===== config.mk =====
export PLATFORM = sky130hd
export DESIGN_NAME = fetch_controller
export DESIGN_NICKNAME = d
export VERILOG_FILES = /design/src/rtl/fetch_controller.sv
export SDC_FILE = /design/constraint.sdc
export NUM_CORES = 1
export LEC_CHECK = 0
export ABC_AREA = 0
export CAP_MARGIN = 20
export CORE_UTILIZATION = 51
export DETAILED_ROUTE_END_ITERATION = 10
export PLACE_DENSITY = 0.82
export REMOVE_ABC_BUFFERS = 1
export SLEW_MARGIN = 5
export SYNTH_ARGS = -nofsm -noshare
export SYNTH_HDL_FRONTEND = slang
export SYNTH_SLANG_ARGS = --single-unit

===== constraint.sdc =====
create_clock -name clock -period 2.75 [get_ports clock]
set_input_delay 0.275 -clock clock [delete_from_list [all_inputs] [get_ports clock]]
set_output_delay 0.275 -clock clock [all_outputs]
set_load 0.01 [all_outputs]

===== src/rtl/fetch_controller.sv =====
// rtl/fetch_controller.sv - instruction fetch sequencer with a 2-entry instruction buffer
//
// Issues word-aligned fetches to instruction memory, queues returned words in a
// 2-entry FIFO of {instr, instr_pc} and hands them to decode.
// A redirect flushes the FIFO and retargets the fetch PC. A request already
// presented to memory is never withdrawn; its late response is discarded.
//
// Ports
//   clock, reset_n             : single clock, asynchronous active-low reset
//   imem_req/imem_addr         : fetch request and word address to memory
//   imem_ready/imem_data       : memory completion and returned instruction word
//   stall                      : decode cannot accept the head instruction
//   redirect_valid/redirect_pc : branch/jump retarget pulse and target
//   instr_valid/instr/instr_pc : head of the instruction buffer
//   pc_out                     : address of the next fetch to be issued
//   fetch_count                : instructions consumed downstream (mod 2^16)
module fetch_controller #(
    parameter logic [31:0] RESET_PC = 32'h0000_0000
) (
    input  logic        clock,
    input  logic        reset_n,
    output logic        imem_req,
    output logic [31:0] imem_addr,
    input  logic        imem_ready,
    input  logic [31:0] imem_data,
    input  logic        stall,
    input  logic        redirect_valid,
    input  logic [31:0] redirect_pc,
    output logic        instr_valid,
    output logic [31:0] instr,
    output logic [31:0] instr_pc,
    output logic [31:0] pc_out,
    output logic [15:0] fetch_count
);

    localparam logic [31:0] RESET_ADDR = RESET_PC & 32'hFFFF_FFFC;

    typedef enum logic [1:0] {
        IDLE,
        FETCH,
        DISCARD
    } state_t;

    state_t      state;
    state_t      state_nxt;

    logic [31:0] buf_instr [2];
    logic [31:0] buf_pc    [2];
    logic        rd_ptr;
    logic        wr_ptr;
    logic [1:0]  count;

    logic [31:0] pc_q;
    logic [31:0] pc_nxt;
    logic        req_pending;   // request was presented last cycle and not completed
    logic [31:0] req_addr;      // address that pending request was presented with
    logic [15:0] fetch_cnt_q;

    logic        push;
    logic        pop;
    logic        flush;
    logic [31:0] redirect_target;

    assign redirect_target = redirect_pc & 32'hFFFF_FFFC;

    always_comb begin
        state_nxt = state;
        imem_req  = 1'b0;
        // A pending request must keep its original address even if pc moved.
        imem_addr = req_pending ? req_addr : pc_q;
        pc_nxt    = pc_q;
        push      = 1'b0;
        pop       = 1'b0;
        flush     = 1'b0;
        case (state)
            IDLE: begin
                state_nxt = FETCH;
            end
            FETCH: begin
                // Only request when the response has a free slot to land in,
                // or when a request is already committed to memory.
                imem_req = (count < 2'd2) || req_pending;
                if (redirect_valid) begin
                    flush  = 1'b1;
                    pc_nxt = redirect_target;
                    if (imem_req && !imem_ready) begin
                        state_nxt = DISCARD;
                    end
                end else begin
                    pop = (count != 2'd0) && !stall;
                    if (imem_req && imem_ready) begin
                        push   = 1'b1;
                        pc_nxt = pc_q + 32'd4;
                    end
                end
            end
            DISCARD: begin
                imem_req = 1'b1;
                if (redirect_valid) begin
                    flush  = 1'b1;
                    pc_nxt = redirect_target;
                end
                if (imem_ready) begin
                    state_nxt = FETCH;
                end
            end
            default: begin
                state_nxt = IDLE;
            end
        endcase
    end

    always_ff @(posedge clock or negedge reset_n) begin
        if (!reset_n) begin
            state       <= IDLE;
            pc_q        <= RESET_ADDR;
            req_pending <= 1'b0;
            req_addr    <= RESET_ADDR;
            fetch_cnt_q <= 16'd0;
            rd_ptr      <= 1'b0;
            wr_ptr      <= 1'b0;
            count       <= 2'd0;
            for (int i = 0; i < 2; i++) begin
                buf_instr[i] <= 32'd0;
                buf_pc[i]    <= 32'd0;
            end
        end else begin
            state       <= state_nxt;
            pc_q        <= pc_nxt;
            req_pending <= imem_req && !imem_ready;
            req_addr    <= imem_addr;
            if (flush) begin
                rd_ptr <= 1'b0;
                wr_ptr <= 1'b0;
                count  <= 2'd0;
            end else begin
                if (push) begin
                    buf_instr[wr_ptr] <= imem_data;
                    buf_pc[wr_ptr]    <= pc_q;
                    wr_ptr            <= ~wr_ptr;
                end
                if (pop) begin
                    rd_ptr      <= ~rd_ptr;
                    fetch_cnt_q <= fetch_cnt_q + 16'd1;
                end
                count <= count + {1'b0, push} - {1'b0, pop};
            end
        end
    end

    assign instr_valid = (count != 2'd0);
    assign instr       = instr_valid ? buf_instr[rd_ptr] : 32'd0;
    assign instr_pc    = instr_valid ? buf_pc[rd_ptr] : 32'd0;
    assign pc_out      = pc_q;
    assign fetch_count = fetch_cnt_q;

endmodule


==> impl_metrics.json <==
{
  "yosysTopAreaCell": "dfrtp_1",
  "syn_area_sq_um": 9770,
  "place_inst": 1213,
  "synth_top_area_share_pct": 53.5,
  "ys_types": 54,
  "cts_setup_buffers": 0,
  "grt-ovfl-total": 0,
  "hp-class": "input port to asynchronous set/reset pin",
  "leakage_uw": 0.00535,
  "power.density_nw_per_um2": 1180,
  "cts_hold_buf": 1,
  "fin_hold_ws_ns": 0.323,
  "clkPwrFrac_pct": 19.4,
  "num_antenna_cells": 0,
  "grtUsageMet1_pct": 31.8,
  "area_delta_synth_final_pct": 32.2,
  "num_io_pins": 215,
  "cap_violations": 0,
  "critical_path.top_delay_family": "buffers and inverters",
  "yosysSeqAreaShare_pct": 53.5,
  "period_minus_slack_ns": 2.60,
  "yosys_most_used_dff": "dfrtp_1",
  "finalNonFillerCells": 1254,
  "finalPower_uw": 15200,
  "clock-sinks": 209,
  "start_kind": "flip-flop",
  "crit_slowest_cell": "dfrtp_4",
  "final_net_count": 1083,
  "drtPass1Iterations": 4,
  "slew_violations": 0,
  "cts_buffers": 23,
  "yosysMostFrequentCell": "dfrtp_1",
  "grt.busiest_layer": "met2",
  "relSlewSlack_pct": 57.1,
  "cp_cell_sequence": "buf_4 -> mux2i_1 -> nor2_1 -> clkdlybuf4s50_1",
  "wl_um": 23000,
  "cts-resized-gates": 0,
  "cts_tree": "done",
  "syn_inst": 799,
  "worstPathMaxFanout": 17,
  "yosysWarnings": 0,
  "finalCritPeriodShare_pct": 94.7,
  "io_buffers": 208,
  "antenna_found_initial": 0,
  "clkSlewWorstSetupHoldPaths_ns": 0.06,
  "critPathMaxStageDelay_ns": 0.58,
  "required_ns": 2.48,
  "cts_root_buf": "clkbuf_16",
  "drtAntennaViolNets": 0,
  "die_height_um": 140,
  "fmax_mhz": 384,
  "grt_use_met2_pct": 39.5,
  "dpl-instance-area_sq_um": 12200,
  "nFillCells": 1397,
  "ys_seq_elements": 209,
  "dp_hpwl_um": 15400,
  "met3_usage_pct": 4.96,
  "vdd_ir_drop_max_uv": 796,
  "grt_pass1_vias": 7160,
  "grt_pass1_wl_um": 37400,
  "synthArstFlopShare_pct": 100,
  "finish.instance_area_sq_um": 12900,
  "pwr-share-seq_pct": 36.6,
  "combPwrFrac_pct": 44.1,
  "synth_area_per_cell_sq_um": 12.2,
  "vias": 6994,
  "drc": 0,
  "clk_latency_ns": 0.51,
  "start_util_pct": 52.1,
  "crit_buf_inv": 2,
  "worstMarginPinSlew_ns": 0.639,
  "grt_max_degree": 75,
  "gp_congestion": 0.761,
  "switchingPower_uw": 5240,
  "skew_ns": 0.0153,
  "drtIter0Drc": 309,
  "cts_buffer_depth": 3,
  "via_per_inst": 5.58,
  "synth_edf_count": 0,
  "die_area_sq_um": 19700,
  "layout-drive-gt1-share_pct": 22.9,
  "synthTopCellsByArea": "dfrtp_1 (54%), mux2_2 (18%), mux2i_1 (6.7%), nor2_1 (3.1%), a21oi_1 (1.5%)",
  "setup_viol": 0,
  "row_count": 50,
  "grt_setup_unrepaired": "no",
  "p_sw_share_pct": 34.5,
  "die_w_um": 140,
  "status": "finished, final reports clean",
  "yosys-top-cells-count": "dfrtp_1 (209), mux2_2 (156), nor2_1 (80)",
  "wl_per_cell_um": 18.3,
  "grt.total_usage_pct": 23.7,
  "cp.arrival_ns": 2.33,
  "coreArea_sq_um": 18800,
  "critPathKind": "flip-flop to primary output",
  "h-tree-depth": 1,
  "cp-end-kind": "primary output",
  "power.internal_uw": 9950,
  "hold_viol": 0
}
-- cells in the final DEF, fill, tap and decap left out, drive strengths merged, types with 4 or more instances in the layout --
master,Yosys,layout
o22a,4,4
nor2,81,81
xnor2,13,13
o21ai,20,20
conb,1,4
and2,5,5
o22ai,12,12
inv,7,8
and3,4,4
ha,9,9
nand3,19,19
nor3,8,8
clkbuf,19,36
dfrtp,209,209
mux2i,65,65
nand2,32,32
clkdlybuf4s50,0,207
mux2,156,156
a2bb2oi,13,13
nand4,13,13
xor2,6,6
a21oi,29,29
buf,36,25
-- final cells by class --
| class | count | area [sq um] | area share, % |
|---|---|---|---|
| clock inverter | 4 | 26.3 | 0.203 |
| sequential | 209 | 5240 | 40.5 |
| timing repair buffer | 233 | 2360 | 18.3 |
| tap | 234 | 293 | 2.27 |
| multi-input combinational | 531 | 4270 | 33.0 |
| inverter | 7 | 26.3 | 0.203 |
| clock buffer | 36 | 704 | 5.45 |
-- path summary, 6_finish.rpt --
kind                                start       endpoint  slack (ns)  depth (start not counted)
min                               reset_n  buf_instr[34]        0.32                          2
min in group clock         redirect_pc[3]      pc_out[3]        0.34                          3
max reg2reg                      state[1]       count[1]        0.46                         10
max in group asynchronous         reset_n   req_addr[10]        1.70                          3
min reg2reg                   req_addr[1]    req_addr[1]        0.49                          1
max                                rd_ptr      instr[30]        0.15                          4
-- per-stage QoR --
step	TNS, ns	util [%]	setup WS (ns)
global route	0	68.8	0.0754
CTS	0	68.8	0.136
floorplan	-147.56	-	-1.20
detailed placement	0	64.9	0.446
finish	0	68.8	0.145
global placement	0	64.9	0.510
-- worst register-to-register path, cell delays in order, from the launching register on --
cell	delay, ns
dfrtp_1	0.41
inv_1	0.11
ha_1	0.30
and2b_1	0.23
nand3_1	0.20
ha_1	0.35
inv_1	0.06
ha_1	0.14
xor2_1	0.17
xnor2_1	0.14
a21oi_1	0.05
-- power by group through the flow --
stage               sequential [uW]  combinational (uW)  clock (uW)
finish                         5550                6690        2940
global placement               5500                6530           0
global route                   5770                7210        3140
CTS                            5560                6750        3020
floorplan                      5480                3590           0
detailed placement             5610                6710           0
-- registers in the layout (all words and copies together), names as in the netlist --
name	flops
req_addr	32
req_pending	1
buf_pc	60
state	2
count	2
fetch_count	16
buf_instr	64
rd_ptr	1
wr_ptr	1
pc_out	30
-- layer usage --
| layer | vias to the layer above | wire [um] |
|---|---|---|
| met5 | - | 0 |
| met4 | 0 | 382 |
| met3 | 33 | 1410 |
| met2 | 187 | 11100 |
| met1 | 3510 | 10100 |
| li1 | 3264 | - |
-- cell families after synthesis --
logic type | share of synthesized area [%]
buffers and inverters | 3.11
AOI/OAI and AO/OA | 6.86
other | 0.0384
adders and majority gates | 1.15
DFF | 53.5
xor gates and xnor gates | 1.70
and+or+nand+nor | 8.95
muxes | 24.6
(Power assumes the default switching activity.)
